--- src/rtl/alu_mult_sequencer.sv ---
// rtl/alu_mult_sequencer.sv - shift-and-add multiplier sequencing a shared ALU (option: ALU_MULT_EARLY_EXIT_EN)
module alu_mult_sequencer #(
  parameter int WIDTH = 64,
  parameter int CNT_W = 7
) (
  input  logic             clock,
  input  logic             reset,
  input  logic             start,
  input  logic [WIDTH-1:0] op_a,
  input  logic [WIDTH-1:0] op_b,
  output logic             busy,
  output logic             done,
  output logic [WIDTH-1:0] product,
  output logic             ovf,
  output logic [WIDTH-1:0] alu_a,
  output logic [WIDTH-1:0] alu_b,
  output logic [4:0]       alu_fs,
  input  logic [WIDTH-1:0] alu_f,
  input  logic [3:0]       alu_status
);

  localparam logic [4:0] FS_NOP = 5'b00000;
  localparam logic [4:0] FS_ADD = 5'b01000;
  localparam logic [4:0] FS_SHL = 5'b10000;
  localparam logic [CNT_W-1:0] LAST_CNT = CNT_W'(WIDTH - 1);

  typedef enum logic [1:0] {IDLE, ADD, SHL, DONE} state_t;

  state_t           state;
  logic [WIDTH-1:0] p_reg;
  logic [WIDTH-1:0] m_reg;
  logic [WIDTH-1:0] q_reg;
  logic [CNT_W-1:0] cnt;
  logic             ovf_reg;

  logic [WIDTH-1:0] q_next;
  logic             last_iter;
  logic             shl_exit;
  state_t           accept_state;
  logic             carry;

  assign q_next    = q_reg >> 1;
  assign last_iter = (cnt == LAST_CNT);
  assign carry     = alu_status[2];

`ifdef ALU_MULT_EARLY_EXIT_EN
  // Stop as soon as no multiplier bits remain; a zero multiplier skips the loop.
  assign shl_exit     = last_iter || (q_next == '0);
  assign accept_state = (op_b == '0) ? DONE : (op_b[0] ? ADD : SHL);
`else
  assign shl_exit     = last_iter;
  assign accept_state = op_b[0] ? ADD : SHL;
`endif

  assign busy    = (state != IDLE);
  assign done    = (state == DONE);
  assign product = p_reg;
  assign ovf     = ovf_reg;

  // ALU operands are decoded from the current state; the result returns in the same cycle.
  always_comb begin
    alu_a  = '0;
    alu_b  = '0;
    alu_fs = FS_NOP;
    case (state)
      ADD: begin
        alu_a  = p_reg;
        alu_b  = m_reg;
        alu_fs = FS_ADD;
      end
      SHL: begin
        alu_a  = m_reg;
        alu_b  = WIDTH'(1);
        alu_fs = FS_SHL;
      end
      default: begin
        alu_a  = '0;
        alu_b  = '0;
        alu_fs = FS_NOP;
      end
    endcase
  end

  // Sequencer: accept operands, alternate ADD/SHL per multiplier bit, pulse DONE.
  always_ff @(posedge clock) begin
    if (reset) begin
      state   <= IDLE;
      p_reg   <= '0;
      m_reg   <= '0;
      q_reg   <= '0;
      cnt     <= '0;
      ovf_reg <= 1'b0;
    end else begin
      case (state)
        IDLE: begin
          if (start) begin
            p_reg   <= '0;
            m_reg   <= op_a;
            q_reg   <= op_b;
            cnt     <= '0;
            ovf_reg <= 1'b0;
            state   <= accept_state;
          end
        end
        ADD: begin
          p_reg <= alu_f;
          if (carry) ovf_reg <= 1'b1;
          state <= SHL;
        end
        SHL: begin
          m_reg <= alu_f;
          q_reg <= q_next;
          cnt   <= cnt + CNT_W'(1);
          // A multiplicand bit shifted out still carries weight if multiplier bits remain.
          if (m_reg[WIDTH-1] && (q_next != '0)) ovf_reg <= 1'b1;
          if (shl_exit)       state <= DONE;
          else if (q_next[0]) state <= ADD;
          else                state <= SHL;
        end
        DONE: begin
          state <= IDLE;
        end
        default: begin
          state <= IDLE;
        end
      endcase
    end
  end

endmodule

--- config.mk ---
export PLATFORM = sky130hd
export DESIGN_NAME = alu_mult_sequencer
export DESIGN_NICKNAME = d
export VERILOG_FILES = /design/src/rtl/alu_mult_sequencer.sv
export SDC_FILE = /design/constraint.sdc
export NUM_CORES = 1
export LEC_CHECK = 0
export BUFFER_PORTS_ARGS = -buffer_cell sky130_fd_sc_hd__buf_2
export CAP_MARGIN = 0
export CORE_AREA = 5 5 151 153
export CTS_BUF_LIST = sky130_fd_sc_hd__clkbuf_8
export DETAILED_ROUTE_END_ITERATION = 8
export DIE_AREA = 0 0 156 158
export HOLD_SLACK_MARGIN = 0.12
export PLACE_DENSITY = 0.79
export SLEW_MARGIN = 25
export SYNTH_ARGS = -nofsm -noshare
export SYNTH_HDL_FRONTEND = slang
export SYNTH_SLANG_ARGS = --single-unit
export TNS_END_PERCENT = 10
--- constraint.sdc ---
create_clock -name clock -period 1.9 [get_ports clock]
set_input_delay 0.095 -clock clock [delete_from_list [all_inputs] [get_ports clock]]
set_output_delay 0.095 -clock clock [all_outputs]
set_load 0.1 [all_outputs]
# Word level (Yosys, flattened, before mapping)
# Cells that the tools add are included.
totals:
  regBits: 202
  in_bits: 199
  out_inout_bits: 200
  elab_cells: 44
classes:
  addsub: 1
  n_eq_ne: 7
  mux: 20
  reduce_logical: 10
op_table:
  columns: ["cell", "n"]
  rows:
  - ["case mux 64 bit (2 select lines)", 5]
  - ["2-to-1 mux 64 bit", 3]
  - ["nonzero test 64 bit", 1]
  - ["case mux 7 bit (2 select lines)", 1]
  - ["case mux 5 bit (2 select lines)", 1]
  - ["2-to-1 mux 2 bit", 4]
  - ["case mux 2 bit (4 select lines)", 1]
  - ["adder 7 x 1 -> 7 bit (second input constant)", 1]
  - ["== test 7 x 6 -> 1 bit (second input constant)", 1]
  - ["2-to-1 mux 7 bit", 1]
  - ["!= test 2 bit (second input constant)", 3]
  - ["nonzero test 2 bit", 3]
  - ["== test 2 bit (second input constant)", 2]
  - ["AND reduction 2 bit", 2]
  - ["AND reduction 4 bit", 1]
  - ["2-to-1 mux 1 bit", 3]
  - ["case mux 1 bit (3 select lines)", 1]
  - ["nonzero test 3 bit", 1]
  - ["== test 2 x 1 -> 1 bit (second input constant)", 1]
  - ["zero test 2 bit", 1]
  - ["logical AND 1 bit", 1]

# Logic depth before layout (Yosys ltp)
# Gate-level depths: netlist of run 1.
logic_depth:
  depth_word: 4
  depth_mapped: 10
  depth_no_buf: 7

# Least setup slack after synthesis of run 1
# No wires, ideal clock.
synth_path:
  kind: "register to output"
  startpoint: "register state[0]"
  endpoint: "output port alu_a[0]"
  t_arrival_ps: 2903
  required_time_ps: 1805
  setup_slack_ps: -1098
  path_stages_with_launch: 8
  n_path_buf: 3
  cell_sequence: "dfxtp_1 -> inv_1 -> ha_1 -> buf_2 -> and2_1 -> buf_2 -> buf_1 -> a22o_1"
synth_between:
  elab_chain_len: 2
  word_cells_on_any_way: 3
  cone_classes: "2 x eq/ne; 1 x mux"
synth_rtl:
  columns: ["element", "line_no", "source"]
  rows:
  - ["from (decl)", "29", "state_t state;"]
  - ["from (signal assigned)", "102", "state <= accept_state;"]
  - ["== test 2 bit or == test 2 x 1 -> 1 bit (tied branches)", "65", "case (state)"]
  - ["case mux 64 bit (2 select lines) *", "65", null]
  - ["to (decl)", "15", "output logic [WIDTH-1:0] alu_a,"]
# Every way passes the cells marked *; elsewhere a longest branch is shown, timed or not.

# Worst setup path in the final report of run 1
layout_path:
  startpoint: "register state[0]"
  endpoint: "output port alu_a[26]"
# Same word-level chain as after synthesis.

==> results by group, run 1 <==
Placement
  – Post-DP HPWL: 26900 microns
  – Input/output buffers: 392
  – Place WS: 0.0387 ns
  – Final RePlAce weighted congestion: 0.907

Timing
  – RSZ-0062 raised after global routing: true
  – Setup_tns: -34.76 ns
  – Final setup vio count: 135
  – Max Slew Vio Count: 0
  – Normalized max-slew margin: 0.351
  – Setup Skew: 0.0401 ns
  – Fmax achieved: 423 MHz
  – Post-layout min period: 2.36 ns
  – Fin crit share: 1.24
  – Tightest Pin Transition: 0.974 ns
  – Final Hold Fails: 0
  – Setup WS post-layout: -0.463 ns

Outcome
  – Failing checks: negative setup slack
  – Status: finished, violations left

Final layout
  – Syn-to-layout area delta: 82.4%
  – Layout Nets: 1809
  – Layout cell share with drive strength beyond 1: 0.426
  – Fillers: 897

Flow run
  – Total of max-cap violations: 0

Floorplanning
  – Ports: 399
  – Placeable core area: 0.0214 sq mm
  – Die area: 0.0246 sq mm
  – Initial Util: 0.462
  – Die width: 156 microns
  – Die Height: 158 microns
  – Std cell rows: 54

Routing
  – Vias: 12434
  – # DRC: 0
  – Vias per cell: 6.52
  – Final wirelength: 58800 microns
  – WL/cell: 30.8 microns
  – Starting DRC count in detailed routing: 1736
  – Post-route ant nets: 0
  – First-pass iteration count of the detailed router: 7

Synthesis
  – Post-synthesis adder-cell area fraction: 0.00759
  – Ys Warns: 0
  – Post-synthesis sequential area ratio: 0.407
  – Mux contribution to synthesized area: 0.131
  – Mean Syn Cell Area: 9.61 sq um
  – Area leader, netlist: dfxtp_1
  – Gate Count Post-Synth: 1030
  – Netlist cell types: 39
  – Xor and xnor area share after synthesis: 0.00354
  – Fraction of the mapped netlist area in simple logic gates: 0.141
  – Ys async rst share: 0
  – Compound-cell area share of the yosys netlist: 0.246
  – Main combinational cell family by area after synthesis: compound AO/OA/AOI/OAI gates
  – Number of synthesized flops with an enable pin: 0
  – Top-area cell type share of the netlist area: 0.407
  – Top FF cell, synth: dfxtp_1
  – Most common cell in the synthesized netlist: dfxtp_1
  – Synth area leaders: dfxtp_1 (41%), mux2i_1 (13%), a211oi_2 (8.9%), nor2_1 (7.6%), a22o_1 (5.7%)
  – Synthesis-stage register bit count: 201
  – Most instantiated cells after synthesis: dfxtp_1 (201), nor2_1 (200), mux2i_1 (127)
  – Post-Syn Area: 0.00989 sq mm

CTS
  – CTS root buf: clkbuf_8
  – Clk slew on worst S/H paths: 0.07 ns
  – CTS Buf Count: 35
  – Clk_lat worst skew: 0.56 ns
  – Max Root-Sink Buffers: 3
  – CTS sink count: 201
  – CTS tree: done
  – Htree depth: 2

Global route
  – First-pass GRT wire length: 73100 microns
  – Largest net degree at the start of global routing: 85
  – Initial antenna violation count: 7
  – Global route overflow: 0
  – GRT Resource Usage Total: 0.380
  – Vias in the first global route: 12161

Hold path
  – Worst Hold Class: in -> reg

Worst setup path
  – Critical path data arrival time: 2.27 ns
  – Worst endpoint required time: 1.80 ns
  – Setup crit start kind: register
  – Setup CP Type: reg -> out
  – Crit-path max FO: 7
  – CP Capture Type: output pin

Power
  – Pleak: 0.00770 uW
  – Peak supply drop: 0.000717 V
  – PwrDens: 1030 mW/mm^2
-- metal layers --
layer / global-route usage / vias to the layer above / wire length (microns)
li1: - / 4971 / -
met1: 0.417 / 5778 / 18300
met2: 0.639 / 1217 / 26500
met3: 0.110 / 458 / 8400
met4: 0.253 / 10 / 5470
met5: 0.00794 / - / 192
-- cells in the final DEF (no fill, tap or decap), drive strengths merged, types with 4 or more instances in the layout --
master / instances
dfxtp: 201
nand4: 6
mux2i: 128
diode: 6
and3: 64
clkbuf: 52
nor4: 16
buf: 441
a211oi: 126
a21oi: 4
a22o: 64
ha: 6
dlygate4sd3: 195
nor2: 200
a22oi: 65
and2: 4
inv: 14
nand2: 5
-- area by class of cell --
class,instances,area [sq um],share of cell area
clock inverter,11,70.1,0.00388
tap,280,350,0.0194
antenna,6,15.0,0.000832
multi-input combinational,715,6100,0.338
clock buffer,44,606,0.0335
sequential,201,4030,0.223
timing repair buffer,645,6860,0.380
inverter,6,25.0,0.00139
-- kinds of logic after synthesis --
family,count (synthesis)
buf+inv,117
simple gates,304
flops,201
xor+xnor,4
other cells,1
compound gates,268
mux,129
fa+ha+maj,6
-- worst paths after layout --
kind / to / slack (ns) / from / cells past startpoint
setup / recovery: alu_a[26] / -0.46 / state[0]$_SDFFE_PP0N_ / 7
hold / removal: product[11]$_SDFFE_PP0P_ / 0.39 / alu_f[11] / 4
hold reg to reg: ovf$_SDFFE_PP0P_ / 0.51 / ovf$_SDFFE_PP0P_ / 2
setup reg to reg: product[33]$_SDFFE_PP0P_ / -0.37 / state[0]$_SDFFE_PP0N_ / 7
-- worst max-delay path, stage by stage (launching register included) --
cell and delay, ns:
dfxtp_2 0.33, inv_2 0.06, ha_4 0.28, buf_8 0.11, and2_4 0.30, clkbuf_16 0.24
a22o_4 0.21, buf_12 0.19
-- power by group --
part           switching, uW  total [uW]  internal, uW
clock                   1980        4180          2200
combinational           5490        8600          3110
sequential               858        5790          4940
-- timing repair --
item | 4_1_cts | 5_1_grt
cloned | 3 | 12
hold endpoints to repair | 196 | 0
setup endpoints to repair | 130 | 150
pin swaps | 26 | 27
setup buffers | 4 | 7
gates resized for setup | 28 | 84
hold buffers | 195 | 0
-- per-stage QoR --
step	instances	hold WS [ns]	cell area (sq um)	power, uW	utilization
floorplan	1032	0.243	10300	10600	-
global placement	1626	0.356	14400	12300	0.671
detailed placement	1626	0.365	14400	12500	0.671
CTS	1883	0.364	17300	17000	0.806
global route	1906	0.404	18000	18900	0.843
finish	1908	0.395	18100	18600	0.843
(Power assumes the default switching activity.)
==> run 2: changes to the inputs <==
Settings changed: SETUP_SLACK_MARGIN from default to 0.1, SKIP_LAST_GASP from default to 1, TNS_END_PERCENT 10 to 50.
==> run 2 against run 1 <==
  * The run still ends with negative setup slack left
  * Final cell count grew 0.58%
  * Sequential share of layout area is 0.48 points lower
  * Combinational power grew 6.6%
  * Core utilization up 1.9 points
==> results by group, run 2 (synthesized netlist as in run 1, its figures left out) <==
Routing
  – First-pass iteration count of the detailed router: 5 (-2)
  – Final wirelength: 56700 microns (-3.6%)
  – Post-route ant nets: 0 (unchanged)
  – # DRC: 0 (unchanged)
  – Vias per cell: 6.59 (+1.1%)
  – Starting DRC count in detailed routing: 1459 (-16%)
  – WL/cell: 29.6 microns (-4.1%)
  – Vias: 12645 (+1.7%)

CTS
  – CTS sink count: 201 (unchanged)
  – Clk slew on worst S/H paths: 0.07 ns (about the same)
  – CTS root buf: clkbuf_8
  – CTS Buf Count: 36 (+2.9%)
  – Clk_lat worst skew: 0.55 ns (about the same)
  – Htree depth: 2 (unchanged)
  – CTS tree: done
  – Max Root-Sink Buffers: 3 (unchanged)

Placement
  – Input/output buffers: 392 (unchanged)
  – Post-DP HPWL: 26700 microns (-0.86%)
  – Final RePlAce weighted congestion: 0.891 (-1.8%)
  – Placed insts: 1629 (+0.18%)
  – Place WS: 0.00675 ns (-0.0319 ns)

Timing
  – Fmax achieved: 444 MHz (+4.9%)
  – Post-layout min period: 2.25 ns (-0.110 ns)
  – Max Slew Vio Count: 0 (unchanged)
  – Hold_ws: 0.170 ns (-0.224 ns)
  – Final setup vio count: 213 (+58%)
  – RSZ-0062 raised after global routing: true
  – Tightest Pin Transition: 0.713 ns (-0.260 ns)
  – Normalized max-slew margin: 0.524 (+0.174)
  – Setup Skew: 0.0335 ns (-0.00660 ns)
  – Setup WS post-layout: -0.353 ns (+0.110 ns)
  – Final Hold Fails: 0 (unchanged)
  – Fin crit share: 1.19 (-0.0578)

Power
  – Pleak: 0.00781 uW (+1.4%)
  – Peak supply drop: 0.000834 V (+16%)
  – PwrDens: 1030 mW/mm^2 (+0.28%)

Worst setup path
  – Worst r2r path cells: 10 (+3)
  – Crit-path max FO: 28 (+21)
  – Worst r2r src: state[0]$_SDFFE_PP0N_
  – Critical Path Most Common Cell: buf_12
  – FF-to-FF setup slack: -0.22 ns (+0.15 ns)
  – CP max-delay cell: dfxtp_4
  – Setup crit start kind: register
  – Reg-to-reg endpoint: ovf$_SDFFE_PP0P_
  – CP Capture Type: output pin
  – Max incr delay on CP: 0.38 ns (+0.05 ns)
  – Cell family with most CP delay: buffers and inverters
  – Setup CP Type: reg -> out
  – Worst Path Buf+Inv: 4 (unchanged)
  – Worst endpoint required time: 1.80 ns (about the same)
  – Critical Path, Cell by Cell: inv_4 -> buf_4 -> ha_4 -> and2_4 -> buf_12 -> a22o_4 -> buf_12
  – Critical path data arrival time: 2.16 ns (-0.11 ns)

Final layout
  – Most frequent cells in the layout: buf_2 (262), dfxtp_1 (199), dlygate4sd3_1 (194)
  – Fillers: 845 (-5.8%)
  – Non-Filler Instances: 1919 (+0.58%)
  – FF+latch area: 0.00403 sq mm (about the same)
  – Layout cell share with drive strength beyond 1: 0.462 (+0.0358)
  – Layout Nets: 1819 (+0.55%)
  – Syn-to-layout area delta: 86.5%
  – Area of the multi-input gates: 0.00635 sq mm (+4.2%)
  – Commonest non-fill, non-tap cell in the layout: buf_2

Outcome
  – Status: finished, violations left
  – Failing checks: negative setup slack

Floorplanning
  – Die width: 156 microns (unchanged)
  – Std cell rows: 54 (unchanged)
  – Die area: 0.0246 sq mm (unchanged)
  – Ports: 399 (unchanged)
  – Placeable core area: 0.0214 sq mm (unchanged)
  – Initial Util: 0.462 (unchanged)
  – Die Height: 158 microns (unchanged)

Global route
  – Largest net degree at the start of global routing: 79 (-7.1%)
  – Initial antenna violation count: 2 (-5)
  – First-pass GRT wire length: 75900 microns (+3.9%)
  – GRT Resource Usage Total: 0.395 (+0.0151)
  – Global route overflow: 0 (unchanged)
  – Vias in the first global route: 12296 (+1.1%)

Hold path
  – Hold Path Origin: start
  – Worst Hold Class: in -> reg
  – Hold path endpoint: q_reg[62]$_SDFFE_PP0P_
  – Worst hold stages: 3 (-1)

Flow run
  – Total of max-cap violations: 0 (unchanged)
-- run 2: cell types whose count changed in the layout (fill, tap and decap cells not counted), moves of 5 or more --
cell      previous run  this run
nor2_4               0         8
and3_1              27         1
nor2_1             199       184
and3_4              34        41
and3_2               3        22
inv_1               12        17
a211oi_1            54        40
buf_16               7        15
a211oi_2            72        81
nor2_2               1         8
a211oi_4             0         5
-- run 2: worst reg2reg max path, cell delays in order, from the launching register on --
cell and delay [ns]:
dfxtp_4 0.37, inv_4 0.06, buf_4 0.11, ha_4 0.18
buf_8 0.18, nor4b_2 0.25, nand4_1 0.20, nor4_2 0.25
buf_4 0.18, a2111oi_2 0.04, mux2i_1 0.20
-- run 2: through the flow --
| stage | setup TNS, ns | total power, uW | instance area, sq um | utilization |
|---|---|---|---|---|
| 6_report | -40.06 | 19000 | 18500 | 0.862 |
| 2_1_floorplan | -0.336 | 10700 | 10700 | - |
| 3_3_place_gp | 0 | 12400 | 14700 | 0.685 |
| 5_1_grt | -47.07 | 19400 | 18500 | 0.862 |
| 4_1_cts | -35.08 | 17300 | 17800 | 0.830 |
| 3_5_place_dp | 0 | 12600 | 14700 | 0.685 |
-- run 2: repair_timing --
action	in CTS	in global routing
buffers inserted	8	3
gates resized for setup	36	91
endpoints found under the setup margin	196	264
endpoints found under the hold margin	196	0
pin swaps	53	3
cloned	9	13
hold buffers	194	0
-- run 2: worst max path at each step --
stage | start | to | slack, ns | cells past startpoint
6_report | state[0]$_SDFFE_PP0N_ | alu_a[42] | -0.35 | 7
3_3_place_gp | state[0]$_SDFFE_PP0N_ | q_reg[22]$_SDFFE_PP0P_ | 0.09 | 6
3_5_place_dp | state[0]$_SDFFE_PP0N_ | q_reg[6]$_SDFFE_PP0P_ | 0.007 | 6
4_1_cts | state[0]$_SDFFE_PP0N_ | alu_a[27] | -0.30 | 7
5_1_grt | state[0]$_SDFFE_PP0N_ | alu_a[42] | -0.37 | 7
2_1_floorplan | state[0]$_SDFFE_PP0N_ | alu_a[6] | -0.05 | 7
-- run 2: routing by layer --
| layer | wire, microns | track usage | share of wire |
|---|---|---|---|
| met1 | 19100 | 0.451 | 0.34 |
| met4 | 4710 | 0.234 | 0.083 |
| met3 | 6060 | 0.0995 | 0.11 |
| met5 | 15 | 0.0198 | 0.00026 |
| met2 | 26800 | 0.668 | 0.47 |
-- run 2: power by group --
group	switching, uW	leakage (uW)	total [uW]	internal [uW]
Clock	1990	0.000394	4070	2080
Sequential	864	0.00165	5800	4940
Combinational	5720	0.00576	9170	3450
-- run 2: area by class of cell --
type	count	share of cell area
timing repair buffer	653	0.380
multi-input combinational	716	0.344
sequential	201	0.218
clock buffer	44	0.0328
tap	280	0.0190
clock inverter	17	0.00400
inverter	6	0.00136
antenna	2	0.000271
